==> src/rtl/moving_integrator_ctrl.sv <==
// moving_integrator_ctrl
// Sequencer and self-trigger controller for one moving-integrator filter
// channel. It steps the filter through reset, a zero-input flush of its
// delay line and a live-input warm-up, then arms a rising-edge threshold
// trigger with a programmable dead time after each pulse.
//
// Optional feature: define MIF_CTRL_TRIG_COUNT_EN to build a saturating
// count of accepted triggers on trig_count. Without it, trig_count is
// tied to zero.
module moving_integrator_ctrl #(
    parameter int FLUSH_LEN   = 34,
    parameter int WARMUP_LEN  = 40,
    parameter int HOLDOFF_LEN = 256
) (
    input  logic               clk,
    input  logic               reset,
    input  logic               run,
    input  logic signed [15:0] threshold,
    input  logic signed [15:0] filt_y,
    output logic               filt_reset,
    output logic               filt_enable,
    output logic               filt_zero_in,
    output logic               armed,
    output logic               trigger,
    output logic [31:0]        trig_count
);

    typedef enum logic [2:0] {
        S_IDLE    = 3'd0,
        S_RST     = 3'd1,
        S_FLUSH   = 3'd2,
        S_WARMUP  = 3'd3,
        S_ARMED   = 3'd4,
        S_HOLDOFF = 3'd5
    } state_t;

    // The shared down-counter is loaded with (length - 1) on entry to a
    // timed state; the state is left when the counter reads zero.
    localparam logic [31:0] RST_LOAD     = 32'd1;
    localparam logic [31:0] FLUSH_LOAD   = 32'(FLUSH_LEN - 1);
    localparam logic [31:0] WARMUP_LOAD  = 32'(WARMUP_LEN - 1);
    localparam logic [31:0] HOLDOFF_LOAD = 32'(HOLDOFF_LEN - 1);

    state_t      state_q, state_d;
    logic [31:0] cnt_q, cnt_d;
    logic        prev_above_q, prev_above_d;
    logic        trigger_q, trigger_d;
    logic        filt_reset_q, filt_reset_d;
    logic        filt_enable_q, filt_enable_d;
    logic        filt_zero_in_q, filt_zero_in_d;
    logic        armed_q, armed_d;
    logic        above;

    // Full 16-bit signed, strict comparison against the live threshold.
    assign above = (filt_y > threshold);

    // Next-state, counter, crossing detection and registered-output decode.
    always_comb begin
        state_d      = state_q;
        cnt_d        = cnt_q;
        prev_above_d = prev_above_q;
        trigger_d    = 1'b0;

        case (state_q)
            S_IDLE: begin
                cnt_d        = '0;
                prev_above_d = 1'b0;
                if (run) begin
                    state_d = S_RST;
                    cnt_d   = RST_LOAD;
                end
            end
            S_RST: begin
                if (cnt_q == '0) begin
                    state_d = S_FLUSH;
                    cnt_d   = FLUSH_LOAD;
                end else begin
                    cnt_d = cnt_q - 32'd1;
                end
            end
            S_FLUSH: begin
                if (cnt_q == '0) begin
                    state_d = S_WARMUP;
                    cnt_d   = WARMUP_LOAD;
                end else begin
                    cnt_d = cnt_q - 32'd1;
                end
            end
            S_WARMUP: begin
                // Track the comparison during warm-up so a signal already
                // above threshold at arming time is not seen as a crossing.
                prev_above_d = above;
                if (cnt_q == '0) begin
                    state_d = S_ARMED;
                    cnt_d   = '0;
                end else begin
                    cnt_d = cnt_q - 32'd1;
                end
            end
            S_ARMED: begin
                prev_above_d = above;
                if (above && !prev_above_q) begin
                    trigger_d = 1'b1;
                    state_d   = S_HOLDOFF;
                    cnt_d     = HOLDOFF_LOAD;
                end
            end
            S_HOLDOFF: begin
                prev_above_d = above;
                if (cnt_q == '0) begin
                    state_d = S_ARMED;
                end else begin
                    cnt_d = cnt_q - 32'd1;
                end
            end
            default: begin
                state_d = S_IDLE;
                cnt_d   = '0;
            end
        endcase

        // Dropping run wins over everything, including a same-cycle crossing.
        if (state_q != S_IDLE && !run) begin
            state_d      = S_IDLE;
            cnt_d        = '0;
            prev_above_d = 1'b0;
            trigger_d    = 1'b0;
        end

        // Outputs are decoded from the next state so they are registered
        // alongside the state itself.
        filt_reset_d   = (state_d == S_IDLE) || (state_d == S_RST);
        filt_enable_d  = (state_d == S_FLUSH) || (state_d == S_WARMUP) ||
                         (state_d == S_ARMED) || (state_d == S_HOLDOFF);
        filt_zero_in_d = (state_d == S_IDLE) || (state_d == S_RST) ||
                         (state_d == S_FLUSH);
        armed_d        = (state_d == S_ARMED);
    end

    // State, counter and output registers.
    always_ff @(posedge clk) begin
        if (reset) begin
            state_q        <= S_IDLE;
            cnt_q          <= '0;
            prev_above_q   <= 1'b0;
            trigger_q      <= 1'b0;
            filt_reset_q   <= 1'b1;
            filt_enable_q  <= 1'b0;
            filt_zero_in_q <= 1'b1;
            armed_q        <= 1'b0;
        end else begin
            state_q        <= state_d;
            cnt_q          <= cnt_d;
            prev_above_q   <= prev_above_d;
            trigger_q      <= trigger_d;
            filt_reset_q   <= filt_reset_d;
            filt_enable_q  <= filt_enable_d;
            filt_zero_in_q <= filt_zero_in_d;
            armed_q        <= armed_d;
        end
    end

    assign filt_reset   = filt_reset_q;
    assign filt_enable  = filt_enable_q;
    assign filt_zero_in = filt_zero_in_q;
    assign armed        = armed_q;
    assign trigger      = trigger_q;

`ifdef MIF_CTRL_TRIG_COUNT_EN
    logic [31:0] trig_count_q, trig_count_d;

    // Saturating trigger count; only reset clears it, run does not.
    always_comb begin
        trig_count_d = trig_count_q;
        if (trigger_d && (trig_count_q != 32'hFFFF_FFFF)) begin
            trig_count_d = trig_count_q + 32'd1;
        end
    end

    // Trigger count register.
    always_ff @(posedge clk) begin
        if (reset) begin
            trig_count_q <= '0;
        end else begin
            trig_count_q <= trig_count_d;
        end
    end

    assign trig_count = trig_count_q;
`else
    assign trig_count = '0;
`endif

endmodule

==> config.mk <==
export PLATFORM = sky130hd
export DESIGN_NAME = moving_integrator_ctrl
export DESIGN_NICKNAME = d
export VERILOG_FILES = /design/src/rtl/moving_integrator_ctrl.sv
export SDC_FILE = /design/constraint.sdc
export NUM_CORES = 1
export LEC_CHECK = 0
export BUFFER_PORTS_ARGS = -buffer_cell sky130_fd_sc_hd__buf_2
export CAP_MARGIN = 0
export CELL_PAD_IN_SITES_DETAIL_PLACEMENT = 1
export CELL_PAD_IN_SITES_GLOBAL_PLACEMENT = 1
export CORE_ASPECT_RATIO = 0.5
export CORE_MARGIN = 4
export CORE_UTILIZATION = 36
export DETAILED_ROUTE_END_ITERATION = 7
export PLACE_DENSITY_LB_ADDON = 0.3
export SETUP_SLACK_MARGIN = 0.02
export SYNTH_ARGS = -nofsm -noshare
export SYNTH_HDL_FRONTEND = slang
export SYNTH_SLANG_ARGS = --single-unit
==> constraint.sdc <==
create_clock -name clk -period 2.6 [get_ports clk]
set_clock_uncertainty 0.1 [all_clocks]
set_input_delay 0.39 -clock clk [delete_from_list [all_inputs] [get_ports clk]]
set_output_delay 0.39 -clock clk [all_outputs]
set_load 0.01 [all_outputs]
# Word-level counts from Yosys, hierarchy flattened
# Index checks and enable logic that the tools add are counted.
[totals] reg_bits=41 wordCells=58 in_bits=35 output_inout_bits=37
[op_classes] mux=16 magnitude_cmp=1 bitwise_logic=1 n_reduce_logical=19 n_eq_ne=12 n_addsub=1
[op_table] cell="$pmux W32 S6" n=1
[op_table] cell="$mux W32" n=5
[op_table] cell="$logic_not A32 Y1" n=1
[op_table] cell="$sub A32 B1 Y32 const B" n=1
[op_table] cell="$mux W3" n=6
[op_table] cell="$gt A16 B16 Y1" n=1
[op_table] cell="$pmux W3 S5" n=1
[op_table] cell="$eq A3 B2 Y1 const B" n=4
[op_table] cell="$eq A3 B3 Y1 const B" n=4
[op_table] cell="$eq A3 B1 Y1 const B" n=2
[op_table] cell="$logic_not A3 Y1" n=2
[op_table] cell="$reduce_or A3 Y1" n=2
[op_table] cell="$logic_or A1 B1 Y1" n=5
[op_table] cell="$ne A2 B2 Y1 const B" n=2
[op_table] cell="$reduce_or A2 Y1" n=2
[op_table] cell="$reduce_bool A3 Y1" n=1
[op_table] cell="$logic_and A1 B1 Y1" n=2
[op_table] cell="$logic_not A1 Y1" n=2
[op_table] cell="$mux W1" n=2
[op_table] cell="$pmux W1 S2" n=1
[op_table] cell="$reduce_and A2 Y1" n=1
[op_table] cell="$reduce_bool A2 Y1" n=1
[op_table] cell="$not A1 Y1" n=1

# Longest topological paths before layout
# Gate-level depths: netlist of the first run.
[logic_depth] depth_word=9 ltp_mapped=11 depth_no_buf=9

# Worst setup path before layout of the first run
# Ideal clock, no wire load.
[synth_path] path_kind="input to register" start="input threshold[1]" end="register cnt_q[29]" cell_stages=10 t_required_ns=2.412 path_buffers=1 path_slack_ns=0.108 setup_ns=0.088 arrival_time_ns=2.303 cell_sequence="inv_1 > ha_1 > nor2b_1 > o211ai_1 > a211oi_2 > nor4_4 > mux2i_2 > nand2_4 > buf_6 > a311oi_2"
[synth_between] elab_chain_len=4
[synth_lines] element="start, declared" line_no="18" text="input logic signed [15:0] threshold,"
[synth_lines] element="$gt A16 B16 Y1" line_no="55" text="assign above = (filt_y > threshold);"
[synth_lines] element="$logic_and A1 B1 Y1" line_no="102" text="if (above && !prev_above_q) begin"
[synth_lines] element="$ne A2 B2 Y1 (no source line)"
[synth_lines] element="$reduce_and A2 Y1 (no source line)"
[synth_lines] element="end signal, assigned" line_no="153" text="cnt_q <= cnt_d;"
[synth_lines] element="end, declared" line_no="45" text="logic [31:0] cnt_q, cnt_d;"
# No other way between the ends.
# A chain may end at the register's enable or synchronous reset.

# Final worst setup path of the first run
[layout_path] start="register cnt_q[1]" end="register cnt_q[4]"
[layout_between] elab_chain_len=3 elab_cells_between_ends=9 cone_classes="1 x add/sub; 1 x eq/ne; 5 x mux; 2 x reduce/logical"
[layout_lines] element="$sub A32 B1 Y32 or $logic_not A32 Y1 (tied branches)"
[layout_lines] element="$mux W32, or another cell as far along" line_no="110" text="if (cnt_q == '0) begin"
[layout_lines] element="$pmux W32 S6 or $reduce_and A2 Y1 (tied branches)"
# Parallel ways exist; a longest one is shown, timed or not. The select of a mux whose other input is x is not followed.

==> flow_summary.html, run 1 <==
<table>
<tr><th>Metric</th><th>Value</th></tr>
<tr><th colspan="2">Floorplan</th></tr>
<tr><td>Number of cell rows</td><td>23</td></tr>
<tr><td>I/O pin total</td><td>72</td></tr>
<tr><td>Die extent in x</td><td>between 100 and 150 um</td></tr>
<tr><td>Placeable Area</td><td>just over 8000 sq um</td></tr>
<tr><td>Overall die area</td><td>roughly 10000 sq um</td></tr>
<tr><td>Effective utilization at floorplan</td><td>0.379</td></tr>
<tr><td>Chip height</td><td>around 74 um</td></tr>
<tr><th colspan="2">Critical path</th></tr>
<tr><td>Worst-path cell chain</td><td>inv_1 -&gt; ha_1 -&gt; nor3b_4 -&gt; nand4_1 -&gt; buf_4 -&gt; nor3_4 -&gt; a21oi_2 -&gt; buf_6 -&gt; and3_1 -&gt; a31oi_1 -&gt; a31oi_1</td></tr>
<tr><td>Critical path capture point type</td><td>flip-flop</td></tr>
<tr><td>Worst flop-to-flop path startpoint</td><td>cnt_q[1]</td></tr>
<tr><td>Worst reg2reg setup slack</td><td>around 0.13 ns</td></tr>
<tr><td>Most frequent cell on the critical path</td><td>a31oi_1</td></tr>
<tr><td>Critical register-to-register path endpoint</td><td>cnt_q[4]</td></tr>
<tr><td>CP max-delay cell</td><td>dfxtp_2</td></tr>
<tr><td>Classification of the worst setup path</td><td>reg2reg</td></tr>
<tr><td>Arrival time reported for the critical path endpoint</td><td>approximately 2.5 ns</td></tr>
<tr><td>Element type at the critical path start</td><td>flip-flop</td></tr>
<tr><td>Crit path max fanout</td><td>12</td></tr>
<tr><td>Maximum single-stage delay on the critical path</td><td>between 0.3 and 0.4 ns</td></tr>
<tr><td>Number of cells on the worst reg-to-reg path</td><td>11</td></tr>
<tr><td>WP data required</td><td>between 2 and 3 ns</td></tr>
<tr><th colspan="2">Placed design</th></tr>
<tr><td>Final weighted congestion in routability-driven placement</td><td>0.776</td></tr>
<tr><td>Number of port buffers</td><td>39</td></tr>
<tr><td>Number of cells after detailed placement</td><td>547</td></tr>
<tr><td>Area of placed instances</td><td>between 3000 and 4000 sq um</td></tr>
<tr><td>HPWL after detailed placement</td><td>~6500 um</td></tr>
<tr><td>Worst setup slack after placement</td><td>-0.0652 ns</td></tr>
<tr><th colspan="2">STA</th></tr>
<tr><td>Shortest clock period the worst path allows after layout</td><td>about 2.5 ns</td></tr>
<tr><td>Worst slew pin tran</td><td>between 0.6 and 0.7 ns</td></tr>
<tr><td>Max-slew violation count</td><td>0</td></tr>
<tr><td>Setup repair after global routing missed its margin</td><td>no</td></tr>
<tr><td>Final period util</td><td>0.951</td></tr>
<tr><td>Normalized max-slew margin</td><td>0.588</td></tr>
<tr><td>Worst hold-check slack</td><td>around 0.23 ns</td></tr>
<tr><td>Maximum clock rate</td><td>about 400 MHz</td></tr>
<tr><td>Final Hold Viols</td><td>0</td></tr>
<tr><td>Post-route worst setup slack</td><td>0.126 ns</td></tr>
<tr><td>Final setup violation count</td><td>0</td></tr>
<tr><td>Setup TNS</td><td>0 ns</td></tr>
<tr><th colspan="2">Logic synthesis</th></tr>
<tr><td>Most common flop cell mapped by yosys</td><td>dfxtp_1</td></tr>
<tr><td>Area of the mapped netlist</td><td>3110 sq um</td></tr>
<tr><td>Number of unique standard cell types used by synthesis</td><td>65</td></tr>
<tr><td>Number of warnings issued by yosys</td><td>0</td></tr>
<tr><td>Syn_area_per_cell</td><td>around 8.0 sq um</td></tr>
<tr><td>Cells after synthesis</td><td>387</td></tr>
<tr><td>Number of synthesized register bits</td><td>a little over 40</td></tr>
<tr><td>Count of flip-flops with a built-in enable after synthesis</td><td>0</td></tr>
<tr><td>Proportion of synthesized flip-flops having asynchronous set or reset</td><td>0</td></tr>
<tr><td>Share of synthesized area occupied by flip-flops and latches</td><td>0.264</td></tr>
<tr><th colspan="2">Global routing</th></tr>
<tr><td>GRT Resource Usage Total</td><td>0.176</td></tr>
<tr><td>GRT Residual Overflow</td><td>0</td></tr>
<tr><td>Antenna violations before repair</td><td>0</td></tr>
<tr><td>Vias in the first global route</td><td>between 3000 and 4000</td></tr>
<tr><td>Largest net degree at the start of global routing</td><td>25</td></tr>
<tr><td>Global-route wire length before repair</td><td>14800 um</td></tr>
<tr><th colspan="2">Route</th></tr>
<tr><td>DRC violations left</td><td>0</td></tr>
<tr><td>Routed length per placed instance</td><td>approximately 16 um</td></tr>
<tr><td>Detailed-router iteration count before antenna repair</td><td>4</td></tr>
<tr><td>Antenna-violating nets left</td><td>0</td></tr>
<tr><td>Total length of routed wires</td><td>8850 um</td></tr>
<tr><td>DRC marker count from the first detailed-route iteration</td><td>200</td></tr>
<tr><td>Via total after detailed routing</td><td>2969</td></tr>
<tr><td>Ratio of routed vias to standard cells</td><td>about 5.3</td></tr>
<tr><th colspan="2">Clock tree</th></tr>
<tr><td>CTS buffer count</td><td>5</td></tr>
<tr><td>Clock Root Buffer</td><td>clkbuf_16</td></tr>
<tr><td>Number of buffers on the longest clock path</td><td>2</td></tr>
<tr><td>Clock network latency to the later pin of the worst-skew pair</td><td>between 0.2 and 0.3 ns</td></tr>
<tr><td>Hold-fix buffer count after cts</td><td>0</td></tr>
<tr><td>Clk sinks</td><td>41</td></tr>
<tr><td>Clock transition at the registers of the reported paths</td><td>0.07 ns</td></tr>
<tr><td>Clock tree from TritonCTS</td><td>yes</td></tr>
<tr><td>H-tree level count</td><td>2</td></tr>
<tr><th colspan="2">Hold path</th></tr>
<tr><td>Worst Hold Path EP</td><td>armed</td></tr>
<tr><td>Cell depth of the worst min-delay path</td><td>2</td></tr>
<tr><td>Hold Crit Class</td><td>in2reg</td></tr>
<tr><td>Min-Delay Startpoint</td><td>run</td></tr>
<tr><th colspan="2">Final layout</th></tr>
<tr><td>Proportion of layout cells with a drive suffix above 1</td><td>0.256</td></tr>
<tr><td>Synth-to-layout area growth</td><td>18.3%</td></tr>
<tr><td>Antenna cells</td><td>0</td></tr>
<tr><td>Post-route standard cell area excluding fillers</td><td>3680 sq um</td></tr>
<tr><td>Non-filler cells in the finished layout</td><td>557</td></tr>
<tr><td>Share of the core filled with cells in the final layout</td><td>0.448</td></tr>
<tr><td>Nets@finish</td><td>a little under 500</td></tr>
<tr><th colspan="2">Power and ir drop</th></tr>
<tr><td>Leakage power</td><td>~1.6 nW</td></tr>
<tr><td>Peak VDD IR</td><td>roughly 0.57 mV</td></tr>
<tr><td>Power per Cell Area</td><td>about 1600 nW/um^2</td></tr>
<tr><td>Total power</td><td>between 5 and 6 mW</td></tr>
<tr><th colspan="2">Run status</th></tr>
<tr><td>Result of the run</td><td>finished clean</td></tr>
<tr><th colspan="2">Job</th></tr>
<tr><td>MaxCap Viol Count</td><td>0</td></tr>
</table>
[Yosys cell counts, drive strengths merged, types with 4 or more instances]
| cell type | number | area (sq um) |
|---|---|---|
| a21oi | 31 | 170 |
| a311oi | 12 | 149 |
| a31oi | 20 | 125 |
| buf | 40 | 305 |
| clkbuf | 10 | 37.5 |
| dfxtp | 41 | 821 |
| ha | 17 | 213 |
| inv | 23 | 86.3 |
| mux2i | 5 | 53.8 |
| nand2 | 36 | 145 |
| nand2b | 6 | 37.5 |
| nand3 | 6 | 30.0 |
| nand4 | 6 | 58.8 |
| nor2 | 31 | 129 |
| nor3 | 17 | 100 |
| nor3b | 4 | 35.0 |
| nor4 | 6 | 65.1 |
| o21ai | 20 | 100 |
| or2 | 4 | 27.5 |
| or3 | 9 | 56.3 |
[worst max-delay path by stage]
stage                             from         to  slack, ns
final                         cnt_q[1]   cnt_q[4]       0.13
after detailed placement  threshold[1]  cnt_q[20]      -0.07
after global routing          cnt_q[1]   cnt_q[4]       0.04
after global placement    threshold[1]  cnt_q[21]      0.004
after floorplan           threshold[1]  cnt_q[29]       0.11
after CTS                     cnt_q[1]  cnt_q[21]       0.02
[layout by cell type (no fill, tap or decap), types with 5 or more instances in the layout]
cell type  instances
dfxtp_1           40
buf_2             39
nand2_1           34
conb_1            32
a21oi_1           29
nor2_1            28
buf_4             28
inv_1             23
o21ai_0           20
a31oi_1           20
ha_1              17
nor3_1            13
or3_1              9
a311oi_2           8
nand2b_1           6
nand3_1            6
clkbuf_16          5
[power by group]
part,leakage (nW),total [mW],internal [mW],switching (mW)
Clock,0.0944,0.827,0.554,0.273
Combinational,1.15,3.87,1.55,2.32
Sequential,0.333,1.02,0.807,0.211
[sequential cells by signal (all words and copies together) (netlist names)]
signal	flops
armed	1
cnt_q	32
filt_enable	1
filt_reset	1
filt_zero_in	1
prev_above_q	1
state_q	3
trigger	1
[logic make-up (layout without fill, tap and decap cells)]
group | after synthesis | after routing | share of synthesized area
compound gates | 105 | 105 | 0.236
buf+inv | 73 | 100 | 0.138
flops | 41 | 41 | 0.264
other cells | 1 | 32 | 0.00121
mux | 6 | 6 | 0.0209
simple gates | 140 | 140 | 0.259
xor+xnor | 4 | 4 | 0.0113
fa+ha+maj | 17 | 17 | 0.0685
[per-layer routing]
| layer | vias up | GRT usage | wire (um) |
|---|---|---|---|
| li1 | 1459 | - | - |
| met1 | 1407 | 0.227 | 4330 |
| met2 | 91 | 0.304 | 3950 |
| met3 | 12 | 0.0345 | 446 |
| met4 | 0 | 0.0477 | 123 |
| met5 | - | 0 | 0 |
[final cells by class]
class / count / area [sq um]
Timing Repair Buffer: 69 / 437
Tap cell: 112 / 140
Clock inverter: 3 / 68.8
Sequential cell: 41 / 822
Fill cell: 1029 / 4530
Clock buffer: 5 / 125
Multi-Input combinational cell: 304 / 2000
Inverter: 23 / 86.3
[worst max-delay path, delay by kind of cell (launching register included)]
family	cells	cell delay [ns]
fa+ha+maj	1	0.16
buf+inv	3	0.40
simple gates	4	0.87
flops	1	0.34
compound gates	3	0.43
[what timing repair did]
action	CTS	global route
endpoints found under the setup margin	1	26
buffers inserted	0	2
pin swaps	0	1
resized for setup	1	5
gates cloned	0	0
Power figures use the tool's default switching activity.
==> inputs of run 2 (changes only) <==
--- a/config.mk
+++ b/config.mk
@@ -11,7 +11,8 @@
 export CELL_PAD_IN_SITES_GLOBAL_PLACEMENT = 1
 export CORE_ASPECT_RATIO = 0.5
 export CORE_MARGIN = 4
-export CORE_UTILIZATION = 36
+export CORE_UTILIZATION = 37
+export CTS_BUF_LIST = sky130_fd_sc_hd__clkbuf_8
 export DETAILED_ROUTE_END_ITERATION = 7
 export PLACE_DENSITY_LB_ADDON = 0.3
 export SETUP_SLACK_MARGIN = 0.02
==> constraint.sdc (replaced) <==
create_clock -name clk -period 2 [get_ports clk]
set_clock_uncertainty 0.1 [all_clocks]
set_input_delay 0.3 -clock clk [delete_from_list [all_inputs] [get_ports clk]]
set_output_delay 0.3 -clock clk [all_outputs]
set_load 0.01 [all_outputs]
==> run 2 against run 1 <==
  * Fmax grew 4.3%
  * Wire length grew 65%
  * The flow now finishes with violations (setup timing)
  * Critical path depth is the same
  * Setup slack lost 0.50 ns
  * Via count grew 26%
  * Worst hold slack lost 0.016 ns
  * Final area grew 31%
==> flow_summary.html, run 2 (synthesis gave the netlist of run 1 again) <==
<table>
<tr><th>Metric</th><th>Value</th></tr>
<tr><th colspan="2">Run status</th></tr>
<tr><td>Result of the run</td><td>finished, violations left</td></tr>
<tr><td>Violated checks</td><td>setup timing</td></tr>
<tr><th colspan="2">Critical path</th></tr>
<tr><td>Element type at the critical path start</td><td>flip-flop</td></tr>
<tr><td>Maximum single-stage delay on the critical path</td><td>0.34 ns (about the same)</td></tr>
<tr><td>CP max-delay cell</td><td>dfxtp_2</td></tr>
<tr><td>Arrival time reported for the critical path endpoint</td><td>2.50 ns (-0.02 ns)</td></tr>
<tr><td>Worst-path cell chain</td><td>inv_2 -&gt; ha_4 -&gt; nor3b_4 -&gt; nand4_1 -&gt; buf_6 -&gt; nor2_4 -&gt; nand2_4 -&gt; a21oi_4 -&gt; nand2_4 -&gt; buf_12 -&gt; a311oi_2</td></tr>
<tr><td>WP data required</td><td>2.12 ns (-0.52 ns)</td></tr>
<tr><td>Crit path max fanout</td><td>6 (-6)</td></tr>
<tr><td>Most frequent cell on the critical path</td><td>nand2_4</td></tr>
<tr><td>Classification of the worst setup path</td><td>reg2reg</td></tr>
<tr><td>Critical path capture point type</td><td>flip-flop</td></tr>
<tr><th colspan="2">Hold path</th></tr>
<tr><td>Hold Crit Class</td><td>in2reg</td></tr>
<tr><th colspan="2">STA</th></tr>
<tr><td>Worst slew pin tran</td><td>0.698 ns (+0.0799 ns)</td></tr>
<tr><td>Final period util</td><td>1.19 (+0.235)</td></tr>
<tr><td>Max-slew violation count</td><td>0 (unchanged)</td></tr>
<tr><td>Post-route worst setup slack</td><td>-0.372 ns (-0.498 ns)</td></tr>
<tr><td>Normalized max-slew margin</td><td>0.533 (-0.0550)</td></tr>
<tr><td>Setup TNS</td><td>-10.52 ns (-10.52 ns)</td></tr>
<tr><td>Shortest clock period the worst path allows after layout</td><td>2.37 ns (-0.102 ns)</td></tr>
<tr><td>Final setup violation count</td><td>39 (+39)</td></tr>
<tr><td>Maximum clock rate</td><td>422 MHz (+4.3%)</td></tr>
<tr><td>Setup repair after global routing missed its margin</td><td>yes</td></tr>
<tr><td>Final Hold Viols</td><td>0 (unchanged)</td></tr>
<tr><th colspan="2">Clock tree</th></tr>
<tr><td>Clock transition at the registers of the reported paths</td><td>0.09 ns (+0.02 ns)</td></tr>
<tr><td>Clock tree from TritonCTS</td><td>yes</td></tr>
<tr><td>Clock network latency to the later pin of the worst-skew pair</td><td>0.32 ns (+0.03 ns)</td></tr>
<tr><td>Clk sinks</td><td>41 (unchanged)</td></tr>
<tr><td>H-tree level count</td><td>2 (unchanged)</td></tr>
<tr><td>Hold-fix buffer count after cts</td><td>0 (unchanged)</td></tr>
<tr><td>CTS buffer count</td><td>5 (unchanged)</td></tr>
<tr><td>Clock Root Buffer</td><td>clkbuf_8</td></tr>
<tr><td>Number of buffers on the longest clock path</td><td>2 (unchanged)</td></tr>
<tr><th colspan="2">Final layout</th></tr>
<tr><td>Nets@finish</td><td>560 (+13%)</td></tr>
<tr><td>Synth-to-layout area growth</td><td>55.2%</td></tr>
<tr><td>Commonest cells after routing, fill and taps aside</td><td>79 x buf_4, 39 x dfxtp_1, 37 x buf_2</td></tr>
<tr><td>Commonest non-fill, non-tap cell in the layout</td><td>buf_4</td></tr>
<tr><td>Fillcell total</td><td>915 (-11%)</td></tr>
<tr><td>Proportion of layout cells with a drive suffix above 1</td><td>0.521 (+0.264)</td></tr>
<tr><td>Antenna cells</td><td>0 (unchanged)</td></tr>
<tr><td>Non-filler cells in the finished layout</td><td>621 (+11%)</td></tr>
<tr><td>Flip-flop count of the largest register, all copies and words added</td><td>32 (unchanged)</td></tr>
<tr><td>Largest register by flop count</td><td>cnt_q</td></tr>
<tr><td>Largest registers</td><td>cnt_q (32), state_q (3)</td></tr>
<tr><th colspan="2">Floorplan</th></tr>
<tr><td>Die extent in x</td><td>138 um (-1.3%)</td></tr>
<tr><td>Effective utilization at floorplan</td><td>0.384 (+0.00539)</td></tr>
<tr><td>I/O pin total</td><td>72 (unchanged)</td></tr>
<tr><td>Placeable Area</td><td>8090 sq um (-1.4%)</td></tr>
<tr><td>Number of cell rows</td><td>23 (unchanged)</td></tr>
<tr><td>Overall die area</td><td>10000 sq um (-2.5%)</td></tr>
<tr><td>Chip height</td><td>72.8 um (-1.2%)</td></tr>
<tr><th colspan="2">Route</th></tr>
<tr><td>DRC marker count from the first detailed-route iteration</td><td>448 (+120%)</td></tr>
<tr><td>Routed length per placed instance</td><td>23.5 um (+48%)</td></tr>
<tr><td>Antenna-violating nets left</td><td>0 (unchanged)</td></tr>
<tr><td>Via total after detailed routing</td><td>3733 (+26%)</td></tr>
<tr><td>Detailed-router iteration count before antenna repair</td><td>5 (+1)</td></tr>
<tr><td>Ratio of routed vias to standard cells</td><td>6.01 (+13%)</td></tr>
<tr><td>Total length of routed wires</td><td>14600 um (+65%)</td></tr>
<tr><td>DRC violations left</td><td>0 (unchanged)</td></tr>
<tr><th colspan="2">Global routing</th></tr>
<tr><td>Global-route wire length before repair</td><td>21000 um (+41%)</td></tr>
<tr><td>GRT Residual Overflow</td><td>0 (unchanged)</td></tr>
<tr><td>GRT Resource Usage Total</td><td>0.267 (+0.0910)</td></tr>
<tr><td>Antenna violations before repair</td><td>0 (unchanged)</td></tr>
<tr><td>Vias in the first global route</td><td>3999 (+30%)</td></tr>
<tr><td>Largest net degree at the start of global routing</td><td>17 (-32%)</td></tr>
<tr><th colspan="2">Placed design</th></tr>
<tr><td>HPWL after detailed placement</td><td>8100 um (+24%)</td></tr>
<tr><td>Final weighted congestion in routability-driven placement</td><td>0.859 (+11%)</td></tr>
<tr><td>Number of port buffers</td><td>39 (unchanged)</td></tr>
<tr><td>Number of cells after detailed placement</td><td>593 (+8.4%)</td></tr>
<tr><th colspan="2">Job</th></tr>
<tr><td>MaxCap Viol Count</td><td>0 (unchanged)</td></tr>
</table>
[run 2: changes by cell type in the layout (fill, tap and decap cells not counted), moves of 6 or more]
cell and delta:
a21oi_1 -14, a21oi_2 +12, a31oi_1 -10, a31oi_4 +9, buf_4 +51, buf_6 +10, ha_1 -8, ha_4 +8
inv_1 -6, nand2_1 -6, nor2_1 -6, o21ai_0 -10, o21ai_2 +8
[run 2: what timing repair did]
action,CTS,global route
endpoints found under the setup margin,39,41
pin swaps,24,22
resized for setup,47,61
hold endpoints to repair,0,0
buffers inserted,15,5
cloned,2,0
[run 2: cell type report]
cell class	count	area, sq um	share of cell area
Inverter	23	88.8	0.0184
Sequential cell	41	823	0.171
Timing Repair Buffer	133	1030	0.214
Tap cell	112	140	0.0291
Clock inverter	3	65.1	0.0135
Clock buffer	5	68.8	0.0143
Multi-Input combinational cell	304	2610	0.540
[run 2: critical path: cells and delay by family (launching register included)]
kind | cells | cell delay, ns
buf+inv | 3 | 0.44
compound gates | 2 | 0.41
flops | 1 | 0.34
fa+ha+maj | 1 | 0.14
simple gates | 5 | 0.84
[run 2: metal layers]
metal	track usage	wire length, um	vias to the layer above	share of wire
met5	0	0	-	0
met3	0.0510	1120	54	0.077
met2	0.492	7120	253	0.49
met4	0.124	498	0	0.034
met1	0.300	5860	1843	0.40
li1	-	-	1583	-
[run 2: stage by stage]
stage | cell area [sq um] | hold WS (ns) | utilization | setup WS, ns
after floorplan | 3390 | 0.322 | - | -0.281
after global placement | 3970 | 0.360 | 0.491 | -0.379
after detailed placement | 3970 | 0.379 | 0.491 | -0.439
after CTS | 4510 | 0.158 | 0.557 | -0.232
after global routing | 4820 | 0.204 | 0.596 | -0.448
final | 4820 | 0.217 | 0.596 | -0.372
[run 2: worst paths after layout]
path | from | to | slack (ns) | cells after the start
min | run | armed | 0.22 | 2
min reg2reg | cnt_q[24] | cnt_q[24] | 0.42 | 1
max | cnt_q[1] | cnt_q[8] | -0.37 | 11
max reg2reg | cnt_q[1] | cnt_q[8] | -0.37 | 11
Power of run 2 is not shown: default switching activity piles up to over one toggle a cycle in this logic, so the estimate is an artifact.
